--- src/rtl/secuencia_leer_if.sv ---
// Bus bundle between the RTC read-sequence controller and its surroundings:
// start/done handshake, bus-cycle request/completion and local-bank write port.
interface secuencia_leer_if;
  logic       Inicio_L;
  logic       Fin_ciclo;
  logic [7:0] dato_in;
  logic       Rd_req;
  logic [7:0] dir_R;
  logic [3:0] sel_reg_R;
  logic       Wr_local;
  logic [7:0] dato_R;
  logic       ocupado;
  logic       Fin_L;
  logic       err_L;

  modport master (
    input  Inicio_L, Fin_ciclo, dato_in,
    output Rd_req, dir_R, sel_reg_R, Wr_local, dato_R, ocupado, Fin_L, err_L
  );

  modport slave (
    output Inicio_L, Fin_ciclo, dato_in,
    input  Rd_req, dir_R, sel_reg_R, Wr_local, dato_R, ocupado, Fin_L, err_L
  );
endinterface

--- src/rtl/secuencia_leer.sv ---
// Reads the nine RTC time/date/timer registers into the local bank: 3 cycles per register
// when Fin_ciclo comes in the first WAIT cycle; stalls in WAIT until Fin_ciclo or TIMEOUT.
module secuencia_leer #(
  parameter int N_REG   = 9,
  parameter int TIMEOUT = 255
) (
  input  logic             clk,
  input  logic             rst_n,
  secuencia_leer_if.master bus
);

  typedef enum logic [2:0] {
    IDLE = 3'd0,
    REQ  = 3'd1,
    WAIT = 3'd2,
    LOAD = 3'd3,
    DONE = 3'd4
  } state_t;

  state_t     state, state_nxt;
  logic [3:0] idx;
  logic [7:0] wait_cnt;
  logic [7:0] dato_q;
  logic       err_q;
  logic [7:0] dir_tab;
  logic [7:0] max_tab;
  logic       ultimo;
  logic       vencido;
  logic       fuera_rango;

  assign ultimo  = (idx == 4'(N_REG - 1));
  assign vencido = (wait_cnt == 8'(TIMEOUT));

  // Valid BCD bytes order the same as their binary values, so a plain compare suffices.
  assign fuera_rango = (dato_q[7:4] > 4'd9) || (dato_q[3:0] > 4'd9) || (dato_q > max_tab);

  always_comb begin
    dir_tab = 8'h21;
    max_tab = 8'h59;
    case (idx)
      4'd0:    begin dir_tab = 8'h21; max_tab = 8'h59; end
      4'd1:    begin dir_tab = 8'h22; max_tab = 8'h59; end
      4'd2:    begin dir_tab = 8'h23; max_tab = 8'h23; end
      4'd3:    begin dir_tab = 8'h24; max_tab = 8'h31; end
      4'd4:    begin dir_tab = 8'h25; max_tab = 8'h12; end
      4'd5:    begin dir_tab = 8'h26; max_tab = 8'h99; end
      4'd6:    begin dir_tab = 8'h41; max_tab = 8'h59; end
      4'd7:    begin dir_tab = 8'h42; max_tab = 8'h59; end
      4'd8:    begin dir_tab = 8'h43; max_tab = 8'h23; end
      default: begin dir_tab = 8'h21; max_tab = 8'h59; end
    endcase
  end

  always_ff @(posedge clk or negedge rst_n) begin
    if (!rst_n) begin
      state <= IDLE;
    end else begin
      state <= state_nxt;
    end
  end

  always_comb begin
    state_nxt = state;
    case (state)
      IDLE: if (bus.Inicio_L) state_nxt = REQ;
      REQ:  state_nxt = WAIT;
      // Fin_ciclo is checked first so a completion on the timeout cycle still loads.
      WAIT: begin
        if (bus.Fin_ciclo) begin
          state_nxt = LOAD;
        end else if (vencido) begin
          state_nxt = DONE;
        end
      end
      LOAD:    state_nxt = ultimo ? DONE : REQ;
      DONE:    state_nxt = IDLE;
      default: state_nxt = IDLE;
    endcase
  end

  always_ff @(posedge clk or negedge rst_n) begin
    if (!rst_n) begin
      idx      <= 4'd0;
      wait_cnt <= 8'd0;
      dato_q   <= 8'h00;
      err_q    <= 1'b0;
    end else begin
      case (state)
        IDLE: begin
          if (bus.Inicio_L) begin
            idx   <= 4'd0;
            err_q <= 1'b0;
          end
        end
        REQ: wait_cnt <= 8'd0;
        WAIT: begin
          if (bus.Fin_ciclo) begin
            dato_q <= bus.dato_in;
          end else if (vencido) begin
            err_q <= 1'b1;
          end else begin
            wait_cnt <= wait_cnt + 8'd1;
          end
        end
        LOAD: begin
          if (fuera_rango) err_q <= 1'b1;
          if (!ultimo) idx <= idx + 4'd1;
        end
        default: ;
      endcase
    end
  end

  always_comb begin
    bus.Rd_req   = (state == REQ);
    bus.Wr_local = (state == LOAD);
    bus.Fin_L    = (state == DONE);
    bus.ocupado  = (state != IDLE);
  end

  assign bus.dir_R     = dir_tab;
  assign bus.sel_reg_R = idx;
  assign bus.dato_R    = dato_q;
  assign bus.err_L     = err_q;

endmodule

--- src/flat_wrapper.sv ---
// flat-port wrapper written by rule: the top's interface ports become plain ports
module secuencia_leer_flat 
#(
  parameter int N_REG   = 9,
  parameter int TIMEOUT = 255
)
  (clk, rst_n, bus_Inicio_L, bus_Fin_ciclo, bus_dato_in, bus_Rd_req, bus_dir_R, bus_sel_reg_R, bus_Wr_local, bus_dato_R, bus_ocupado, bus_Fin_L, bus_err_L);
  secuencia_leer_if bus_i ();
  input  logic clk;
  input  logic rst_n;
  input wire logic [$bits(bus_i.Inicio_L)-1:0] bus_Inicio_L;
  input wire logic [$bits(bus_i.Fin_ciclo)-1:0] bus_Fin_ciclo;
  input wire logic [$bits(bus_i.dato_in)-1:0] bus_dato_in;
  output wire logic [$bits(bus_i.Rd_req)-1:0] bus_Rd_req;
  output wire logic [$bits(bus_i.dir_R)-1:0] bus_dir_R;
  output wire logic [$bits(bus_i.sel_reg_R)-1:0] bus_sel_reg_R;
  output wire logic [$bits(bus_i.Wr_local)-1:0] bus_Wr_local;
  output wire logic [$bits(bus_i.dato_R)-1:0] bus_dato_R;
  output wire logic [$bits(bus_i.ocupado)-1:0] bus_ocupado;
  output wire logic [$bits(bus_i.Fin_L)-1:0] bus_Fin_L;
  output wire logic [$bits(bus_i.err_L)-1:0] bus_err_L;
  assign bus_i.Inicio_L = bus_Inicio_L;
  assign bus_i.Fin_ciclo = bus_Fin_ciclo;
  assign bus_i.dato_in = bus_dato_in;
  assign bus_Rd_req = bus_i.Rd_req;
  assign bus_dir_R = bus_i.dir_R;
  assign bus_sel_reg_R = bus_i.sel_reg_R;
  assign bus_Wr_local = bus_i.Wr_local;
  assign bus_dato_R = bus_i.dato_R;
  assign bus_ocupado = bus_i.ocupado;
  assign bus_Fin_L = bus_i.Fin_L;
  assign bus_err_L = bus_i.err_L;
  secuencia_leer #(.N_REG(N_REG), .TIMEOUT(TIMEOUT)) u_core (.clk(clk), .rst_n(rst_n), .bus(bus_i));
endmodule
--- config.mk ---
export PLATFORM = sky130hd
export DESIGN_NAME = secuencia_leer_flat
export DESIGN_NICKNAME = d
export VERILOG_FILES = /design/src/rtl/secuencia_leer_if.sv /design/src/rtl/secuencia_leer.sv /design/src/flat_wrapper.sv
export SDC_FILE = /design/constraint.sdc
export NUM_CORES = 1
export LEC_CHECK = 0
export CORE_MARGIN = 4
export CORE_UTILIZATION = 50
export CTS_CLUSTER_SIZE = 12
export DETAILED_ROUTE_END_ITERATION = 8
export PLACE_DENSITY = 0.8
export SYNTH_ARGS = -nofsm -noshare
export SYNTH_HDL_FRONTEND = slang
export SYNTH_SLANG_ARGS = --single-unit
export TNS_END_PERCENT = 100
--- constraint.sdc ---
create_clock -name clk -period 3.1 [get_ports clk]
set_clock_uncertainty 0.15 [all_clocks]
set_input_delay 0.31 -clock clk [delete_from_list [all_inputs] [get_ports clk]]
set_output_delay 0.31 -clock clk [all_outputs]
set_load 0.01 [all_outputs]
; ---- After elaboration in Yosys (flattened, before gate mapping)
; Memory sizes are Yosys's and may differ from the RTL's.
; Cells that the tools add are included.
[totals]
register_bits = 24
mem_bits_ro = 192
in_bits = 12
out_inout_bits = 25
word_cells = 52
n_memories = 1
[op_classes]
addsub = 2
n_lt_le_gt_ge = 3
eq_ne = 13
n_mux = 16
reduce_logical = 12
[memory_table]
columns = name, depth, width, rd, rd_ports_with_merged_regs, write_ports, line_no
row1 = (name not given), 16, 12, 1, 0, 0, secuencia_leer.sv:40  ; case (idx)
[op_table]
columns = operator, n
row1 = $mux 8, 2
row2 = $pmux 8 s2, 1
row3 = $mux 3, 4
row4 = $pmux 3 s4, 1
row5 = $add 8x1->8 const B, 1
row6 = $eq 8x8->1 const B, 1
row7 = $gt 4x4->1 const B, 2
row8 = $gt 8x8->1, 1
row9 = $mux 4, 2
row10 = $ne 2x2->1 const B, 4
row11 = $pmux 4 s2, 1
row12 = $eq 3x2->1 const B, 2
row13 = $reduce_and 3->1, 2
row14 = $reduce_bool 3->1, 2
row15 = $reduce_and 5->1, 1
row16 = $add 4x1->4 const B, 1
row17 = $eq 4x4->1 const B, 1
row18 = $mux 1, 4
row19 = $ne 2x1->1 const B, 2
row20 = $reduce_and 2->1, 2
row21 = $reduce_bool 2->1, 2
row22 = $eq 3x1->1 const B, 1
row23 = $eq 3x3->1 const B, 1
row24 = $logic_not 3->1, 1
row25 = other kinds (3), 4

; ---- Depth between registers and ports, before layout
[logic_depth]
ltp_word = 5
ltp_mapped = 11
depth_no_buf = 11

; ---- Least setup slack after synthesis
; No wires, ideal clock.
[synth_timing]
path_type = reg2reg
startpoint = register u_core.idx[1], in the netlist u_core.bus.sel_reg_R[1]
endpoint = register u_core.err_q, in the netlist u_core.bus.err_L
t_arrival_ns = 2.381
required_time_ns = 2.825
setup_slack_ns = 0.444
path_stages_with_launch = 11
path_buffers = 0
period_less_slack_ns = 2.656
path_cell_list = dfrtp_1 inv_1 ha_1 nand2_1 a21oi_1 a21oi_1 ha_1 a2111oi_0 nor3_1 o211ai_1 mux2_4
[synth_via]
elab_chain_len = 5
[synth_lines]
columns = item, line_no
row1 = "start, declared", secuencia_leer.sv:21  ; logic [3:0] idx;
row2 = "start signal, assigned", secuencia_leer.sv:107  ; if (!ultimo) idx <= idx + 4'd1;
row3 = $mem_v2 16x12, --
row4 = $gt 8x8->1, secuencia_leer.sv:35  ; assign fuera_rango = (dato_q[7:4] > 4'd9) || (dato_q[3:0] > 4'd9) || (dato_q > max_tab);
row5 = $logic_or 1x1->1, secuencia_leer.sv:35
row6 = $ne 2x1->1 (no source line), --
row7 = $reduce_and 5->1 (no source line), --
row8 = "end signal, assigned", secuencia_leer.sv:86  ; err_q <= 1'b0;
row9 = "end signal, assigned", secuencia_leer.sv:92  ; err_q <= 1'b0;
row10 = "end signal, assigned", secuencia_leer.sv:100  ; err_q <= 1'b1;
row11 = "end, declared", secuencia_leer.sv:24  ; logic err_q;
; Every way passes these cells.
; A chain may end at the register's enable or synchronous reset.

; ---- Worst setup path in the final report
; Same ends and word-level chain as after synthesis.

==> results.json <==
{
  "drt_wl_total_mm": 3.475,
  "htree_levels": 1,
  "vdd_drop_max_v": 0.0006032,
  "max_freq_ghz": 0.3437,
  "numCtsBuffers": 3,
  "clkPwrFrac_pct": 9.4,
  "fin_area_sq_um": 1989,
  "grt_pass1_vias": 1349,
  "ys.flop_type": "dfrtp_1",
  "cts_buffer_depth": 2,
  "place_hpwl_mm": 2.710,
  "syn_area_per_cell_sq_um": 9.575,
  "nNetsFinal": 228,
  "root_buffer": "clkbuf_4",
  "internal_power_mw": 1.026,
  "synthMuxAreaShare_pct": 7.746,
  "synth_fa_ha_area_share_pct": 11.74,
  "vias": 1314,
  "grt_max_degree": 25,
  "seqPwrFrac_pct": 33.1,
  "start_util_pct": 52.38,
  "layout_commonest_cell": "clkdlybuf4s50_1",
  "drt_iter0_markers": 39,
  "synth.largest_area_cell": "dfrtp_1",
  "postCtsHoldBufs": 0,
  "synth_warnings": 0,
  "synth-simple-area-share_pct": 19.48,
  "r2r_slack_ns": 0.19,
  "min_path_type": "in2async",
  "worstPathRequired_ns": 3.16,
  "synth_compound_area_share_pct": 12.68,
  "grt.overflow.total": 0,
  "synth.distinct_cells": 40,
  "synth-edff-count": 0,
  "die_area_sq_um": 4167,
  "dpl_cell_area_sq_um": 1953,
  "max_slew_margin_pct": 63.25,
  "setup_viol": 0,
  "post_drt_wl_per_cell_um": 14.24,
  "worstSkewPairLatency_ns": 0.31,
  "netSwitchingFraction_pct": 40.88,
  "netlist.area_leader.share_pct": 37.56,
  "antenna_found_initial": 0,
  "status": "completed",
  "mostFrequentLayoutCells": "33 x clkdlybuf4s50_1, 24 x dfrtp_1, 15 x ha_1",
  "io_pins": 37,
  "tns_ns": 0,
  "drv_slew": 0,
  "drive_gt1_share_pct": 10.00,
  "cts.clk_slew.worst_paths_ns": 0.13,
  "postCtsSetupBuffers": 0,
  "p_leak_nw": 0.8506,
  "synthXorXnorAreaFrac_pct": 4.382,
  "fp.dieH_um": 64.55,
  "rsz0062_at_grt": "false",
  "power_density_nw_per_um2": 872.0,
  "cts_tree": "done",
  "synth_area_sq_um": 1599,
  "netlist_instances": 167,
  "cap_violations": 0,
  "numClockSinks": 24,
  "p_switching_mw": 0.7091,
  "drc_errors": 0,
  "holdWs_ns": 0.1906,
  "pwr-share-comb_pct": 57.6,
  "port_buffers": 33,
  "ys_seq_area_share_pct": 37.56,
  "synth_top_family_by_area": "simple AND/OR/NAND/NOR gates",
  "worstPathMaxFanout": 8,
  "grt_pass1_wl_mm": 6.175,
  "gp_congestion": 0.8901,
  "synthArstFlopShare_pct": 100.0,
  "synthTopCellsByArea": "dfrtp_1 38%, ha_1 12%, mux2_2 4.9%",
  "yosys_register_bits": 24,
  "worstPathArrival_ns": 2.97,
  "vias_per_cell": 5.385,
  "endpoint_kind": "register",
  "syn_to_final_growth_pct": 24.41,
  "cts_resized": 0,
  "startpoint_type": "register",
  "firstDrtPassIters": 4,
  "rows": 20,
  "grt_use_total_pct": 18.45,
  "die_w_um": 64.55,
  "ant_nets": 0,
  "post-route-period-util_pct": 93.86,
  "period_needed_ns": 2.910,
  "antenna_cells": 0,
  "finalHoldViolCount": 0,
  "worstSetupPathType": "reg2reg",
  "core_sq_um": 3053,
  "reg2reg_depth": 10,
  "tightest_slew_ns": 0.5476
}
## kinds of logic (layout without fill, tap and decap cells)
family,after synthesis,after routing
buffers and inverters,18,49
adder cells (fa/ha/maj),15,15
AND/OR/NAND/NOR,56,56
AO/OA/AOI/OAI,34,34
flip-flops,24,24
other,1,3
XOR/XNOR,8,8
multiplexers,11,11
## final cells by class
type	count	area, sq um
flip-flops and latches	24	600.6
well taps	44	55.05
clock buffers	4	36.28
inverters	8	30.03
repair buffers	37	360.3
fillers	284	1064
multi-input cells	127	907.1
## worst max-delay path, stage by stage (launching register included)
cell and delay [ns]:
dfrtp_1 0.50, inv_1 0.18, ha_1 0.25, nand2_1 0.09
a21oi_1 0.19, a21oi_1 0.08, ha_1 0.30, a2111oi_0 0.41
nor3_1 0.09, o211ai_1 0.23, mux2_4 0.32
## state kept, by name (all words and copies together), names as in the netlist
signal and flops:
u_core.bus.sel_reg_R 4, u_core.bus.dato_R 8, u_core.bus.err_L 1, u_core.wait_cnt 8, u_core.state 3
## synth_stat cells (3+ instances only)
master,count
dfrtp_1,24
ha_1,15
nand2_1,14
nor2_1,14
o21ai_0,12
a21oi_1,11
inv_1,8
mux2_2,7
xnor2_1,6
nor3_1,5
buf_2,4
nor3b_1,4
buf_4,3
mux2i_1,3
nand3_1,3
nand4_1,3
## power by group through the flow
stage | Combinational (mW) | Sequential (mW) | Clock (mW)
after global placement | 0.970 | 0.572 | 0
final | 0.999 | 0.573 | 0.163
after CTS | 1.01 | 0.573 | 0.171
after global routing | 1.12 | 0.600 | 0.181
after floorplan | 0.635 | 0.539 | 0
after detailed placement | 1.00 | 0.576 | 0
## per-stage QoR
stage                     cells  power (mW)  utilization (%)  worst slack (ns)
after global placement      240       1.542            63.98            0.3773
after CTS                   244       1.753            65.16            0.1959
after detailed placement    240       1.577            63.98            0.2207
final                       244       1.735            65.16            0.1903
after global routing        244       1.901            65.16          0.005498
after floorplan             169       1.174                -            0.4440
## routing by layer
layer  wire length (um)  GRT usage [%]  share of wire (%)  up-vias
met5                  0              0                  0        -
li1                   -              -                  -      648
met1               1634          25.03                 47      632
met4                 40          4.749                1.2        0
met2               1672          31.44                 48       29
met3                129          1.906                3.7        5
## worst paths after layout
path / start / to
max: u_core.bus.sel_reg_R[1]$_DFFE_PN0P_ / u_core.bus.err_L$_DFFE_PN0P_
min: rst_n / u_core.bus.sel_reg_R[0]$_DFFE_PN0P_
max reg2reg: u_core.bus.sel_reg_R[1]$_DFFE_PN0P_ / u_core.bus.err_L$_DFFE_PN0P_
min reg2reg: u_core.wait_cnt[0]$_DFFE_PN0P_ / u_core.wait_cnt[0]$_DFFE_PN0P_
max in group asynchronous: rst_n / u_core.bus.err_L$_DFFE_PN0P_
min in group clk: bus_dato_in[0] / u_core.bus.dato_R[0]$_DFFE_PN0P_
Note: power is estimated with default switching activity, not from simulation.
